`config.mk`:
```
export PLATFORM = sky130hd
export DESIGN_NAME = debouncer_multi
export DESIGN_NICKNAME = d
export VERILOG_FILES = /design/src/rtl/debouncer_multi.sv
export SDC_FILE = /design/constraint.sdc
export NUM_CORES = 1
export LEC_CHECK = 0
export CORE_UTILIZATION = 55
export CTS_CLUSTER_DIAMETER = 200
export DETAILED_ROUTE_END_ITERATION = 10
export GPL_TIMING_DRIVEN = 0
export PLACE_DENSITY = 0.82
export REMOVE_ABC_BUFFERS = 1
export SLEW_MARGIN = 10
export SYNTH_ARGS = -nofsm -noshare
export SYNTH_HDL_FRONTEND = slang
export SYNTH_SLANG_ARGS = --single-unit
```
`constraint.sdc`:
```
create_clock -name clk_i -period 2.9 [get_ports clk_i]
set_input_delay 0.87 -clock clk_i [delete_from_list [all_inputs] [get_ports clk_i]]
set_output_delay 0.87 -clock clk_i [all_outputs]
set_load 0.02 [all_outputs]
```
`src/rtl/debouncer_multi.sv`:
```
// N-channel button conditioner: 2-FF synchroniser, polarity normalisation, debounced
// level, one-cycle press/release pulses and optional long-press (hold) detection.
module debouncer_multi #(
  parameter int NUM_CH          = 4,
  parameter int DEBOUNCE_CYCLES = 500000,
  parameter int HOLD_CYCLES     = 0,
  parameter int ACTIVE_LOW      = 1
) (
  input  logic              clk_i,
  input  logic              rst_i,
  input  logic [NUM_CH-1:0] btn_i,
  output logic [NUM_CH-1:0] level_o,
  output logic [NUM_CH-1:0] press_pulse_o,
  output logic [NUM_CH-1:0] release_pulse_o,
  output logic [NUM_CH-1:0] hold_pulse_o,
  output logic [NUM_CH-1:0] held_o
);

  localparam int   CNT_W    = $clog2(DEBOUNCE_CYCLES + 1);
  localparam int   HOLD_W   = (HOLD_CYCLES > 0) ? $clog2(HOLD_CYCLES + 1) : 1;
  localparam logic PIN_IDLE = (ACTIVE_LOW != 0) ? 1'b1 : 1'b0;

  for (genvar ch = 0; ch < NUM_CH; ch++) begin : g_ch
    logic             sync0_q, sync1_q;
    logic             pressed;
    logic [CNT_W-1:0] cnt_q, cnt_d;
    logic             level_q, level_d;
    logic             press_q, press_d;
    logic             release_q, release_d;

    assign pressed = sync1_q ^ PIN_IDLE;

    always_comb begin
      level_d   = level_q;
      cnt_d     = '0;
      press_d   = 1'b0;
      release_d = 1'b0;
      if (pressed != level_q) begin
        if (cnt_q == CNT_W'(DEBOUNCE_CYCLES - 1)) begin
          level_d   = pressed;
          press_d   = pressed;
          release_d = ~pressed;
        end else begin
          cnt_d = cnt_q + CNT_W'(1);
        end
      end
    end

    always_ff @(posedge clk_i) begin
      if (rst_i) begin
        sync0_q   <= PIN_IDLE;
        sync1_q   <= PIN_IDLE;
        cnt_q     <= '0;
        level_q   <= 1'b0;
        press_q   <= 1'b0;
        release_q <= 1'b0;
      end else begin
        sync0_q   <= btn_i[ch];
        sync1_q   <= sync0_q;
        cnt_q     <= cnt_d;
        level_q   <= level_d;
        press_q   <= press_d;
        release_q <= release_d;
      end
    end

    assign level_o[ch]         = level_q;
    assign press_pulse_o[ch]   = press_q;
    assign release_pulse_o[ch] = release_q;

    if (HOLD_CYCLES > 0) begin : g_hold
      logic [HOLD_W-1:0] hcnt_q, hcnt_d;
      logic              held_q, held_d;
      logic              hold_q, hold_d;

      // The release edge wins over a hold that would complete on the same cycle.
      always_comb begin
        hcnt_d = hcnt_q;
        held_d = held_q;
        hold_d = 1'b0;
        if (!level_q || release_d) begin
          hcnt_d = '0;
          held_d = 1'b0;
        end else if (!held_q) begin
          if (hcnt_q == HOLD_W'(HOLD_CYCLES - 1)) begin
            hold_d = 1'b1;
            held_d = 1'b1;
          end else begin
            hcnt_d = hcnt_q + HOLD_W'(1);
          end
        end
      end

      always_ff @(posedge clk_i) begin
        if (rst_i) begin
          hcnt_q <= '0;
          held_q <= 1'b0;
          hold_q <= 1'b0;
        end else begin
          hcnt_q <= hcnt_d;
          held_q <= held_d;
          hold_q <= hold_d;
        end
      end

      assign hold_pulse_o[ch] = hold_q;
      assign held_o[ch]       = held_q;
    end else begin : g_no_hold
      assign hold_pulse_o[ch] = 1'b0;
      assign held_o[ch]       = 1'b0;
    end
  end

endmodule
```
==> reports/results.md <==
• post-route clock period utilization: 81.7%
• fraction of registers with async set/reset: 0%
• area leader, netlist: sky130_fd_sc_hd__dfxtp_1
• average wire per standard cell: 12.6 um
• worst-path fanout max: 19
• netlist area before placement: 4260 um^2
• RSZ-0062 raised after global routing: false
• Filler Cell Count: 624
• core outline area: 7370 um^2
• min-delay worst type: reg -> reg
• global-route wire length before repair: 12800 um
• Residual DRC: 0
• share of final-layout standard cells stronger than drive strength 1: 6.63%
• number of post-CTS setup repair buffers: 0
• slew at the pin closest to its max-slew limit: 638 ps
• via count of the first global-routing pass: 3020
• level count of the clock H-tree: 3
• cells taking the most area after synthesis: sky130_fd_sc_hd__dfxtp_1 (45%), sky130_fd_sc_hd__xnor2_1 (5.5%), sky130_fd_sc_hd__nor2_1 (5.1%), sky130_fd_sc_hd__xor2_1 (4.9%), sky130_fd_sc_hd__buf_4 (4.2%)
• detail-routed via count per cell: 5.56
• Req. time, crit path: 3130 ps
• area share of the largest cell type after synthesis: 45.1%
• initial core utilization: 57.9%
• count of warnings emitted by yosys: 0
• critical path class: in -> reg
• total of flip-flops plus latches after synthesis: 96
• sequential area share after synthesis: 45.1%
• slowest stage cell, crit path: sky130_fd_sc_hd__clkdlybuf4s50_1
• max_slew headroom: 57.3%
• final instance area: 4540 um^2
• count of flip-flops with a built-in enable after synthesis: 0
• number of buffers on the longest clock path: 2
• GRT overflow: 0
• most frequent cell after synthesis: sky130_fd_sc_hd__dfxtp_1
• overall via count from detail_route: 3237
• Max Freq: 0.422 GHz
• post-synthesis cell count: 478
• library cells used by synthesis: 44
• die span in y: 90.1 um
• setup-violating endpoint count in the final report: 0
• post-route ant nets: 0
• time the final worst path needs with I/O delays and setup: 2370 ps
• count of hold-fix buffers inserted at cts: 0
• Post-Syn Area per Cell: 8.92 um^2
• number of maximum-capacitance violations: 0
• number of rows in the core area: 31
• Post-CTS Resized: 0
• largest net degree at the start of global routing: 20
• RD Place Congestion: 0.829
• peak supply drop: 319 uV
• setup TNS: 0 ps
• IO buf count: 17
• number of hold-slack violations in the final timing report: 0
• die footprint: 8110 um^2
• most instantiated flip-flop cell in the synthesis netlist: sky130_fd_sc_hd__dfxtp_1
• clock latency on the worst-skew pair: 360 ps
• Commonest cells post-synth: sky130_fd_sc_hd__dfxtp_1 (96), sky130_fd_sc_hd__nor2_1 (58), sky130_fd_sc_hd__nand3_1 (31)
• kind of end point of the critical path: register
• synthesis-to-layout area growth: 6.57%
• Total GRT Usage: 19.2%
• Horiz. Die Dim: 90.1 um
• clock tree from TritonCTS: done
• result of the run: completed
• HPWL after detailed placement: 5080 um
• placed standard-cell area: 4360 um^2
• clock sink total: 96
• launching element type of the critical path: input pin
• number of I/O pins: 26
• setup slack, reg-to-reg: 680 ps
• root buffer cell: sky130_fd_sc_hd__clkbuf_8
• clock buffer count from CTS: 9
• power density over cell area: 486 nW/um^2
• Setup Skew: 9.65 ps
• critical path data arrival time: 2600 ps
• final slew viol count: 0
• Initial DRC Count: 104
• antenna fix cells: 0
• Cell Chain, Critical Path: clkdlybuf4s50_1 > nand2b_1 > a21o_1 > nor2_1
• CTS clock-pin slew for the worst setup and hold paths: 80 ps
• net count of the finished layout: 488
• number of iterations in the first detailed-routing pass: 4
• P_leak: 1.39 nW
• Post-Route WL: 7310 um
• peak per-stage delay on the critical path: 880 ps
• initial antenna violation count: 0
[critical path, delay by kind of cell]
family	cells	cell delay, ps
buffers and inverters	1	880
AO/OA/AOI/OAI	1	450
AND/OR/NAND/NOR	2	380
[metal layers]
| metal | wire length (um) | track usage (%) |
|---|---|---|
| met1 | 3470 | 22.8 |
| met2 | 3500 | 32.6 |
| met3 | 225 | 4.99 |
| met4 | 119 | 8.20 |
| met5 | 0 | 0 |
[where the power goes]
part	total, mW	leakage (nW)	internal [mW]	switching, mW
Clock	0.840	0.0973	0.400	0.440
Combinational	0.0390	0.518	0.0138	0.0253
Sequential	1.33	0.775	1.32	0.00512
[layout by cell type, fill, tap and decap left out, drive strengths merged, types with 5 or more instances in the layout]
cell type,count
nand4,14
o21ai,17
xnor2,27
and3,9
nand2,28
clkbuf,11
or4,8
nor3,15
conb,8
or3,16
inv,8
clkdlybuf4s50,17
dfxtp,96
or2,10
nor2,58
and4,10
a21oi,25
or4b,5
nor4,10
xor2,24
nand3,31
[through the flow]
step                hold slack [ps]  total power, mW  instances  setup WS (ps)  util [%]
floorplan                       389             1.38        450            929         -
global placement                391             1.40        566            226      59.1
detailed placement              394             1.40        566            151      59.1
CTS                             417             2.24        582            550      61.7
global route                    436             2.28        582            380      61.7
finish                          415             2.21        582            531      61.7
[layout make-up]
cell class,count,area [um^2],area share [%]
clock buffer,11,131,2.89
clock inverter,5,57.6,1.27
inverter,8,30.0,0.661
timing repair buffer,17,170,3.74
sequential,96,1920,42.3
tap,99,124,2.73
multi-input combinational,346,2110,46.4
[cells by family after synthesis]
group                    after synthesis  synth area share, %
AO/OA/AOI/OAI                         53                 7.25
buffers and inverters                 43                 6.07
XOR/XNOR                              51                 10.5
AND/OR/NAND/NOR                      230                 29.9
adder cells (fa/ha/maj)                4                 1.17
other                                  1               0.0879
flip-flops                            96                 45.1
[state kept, by name, summed over array words and instances, names as in the netlist]
name and count:
g_ch.press_q 4, g_ch.cnt_q 76, g_ch.level_q 4, g_ch.sync0_q 4, g_ch.sync1_q 4, g_ch.release_q 4
[final timing paths]
path,start,endpoint,depth (start not counted)
max,rst_i,g_ch[2].cnt_q[7],4
min,g_ch[0].sync0_q,g_ch[0].sync1_q,1
max reg2reg,g_ch[3].cnt_q[12],g_ch[3].cnt_q[8],4
min reg2reg,g_ch[0].sync0_q,g_ch[0].sync1_q,1
(Power assumes the default switching activity.)
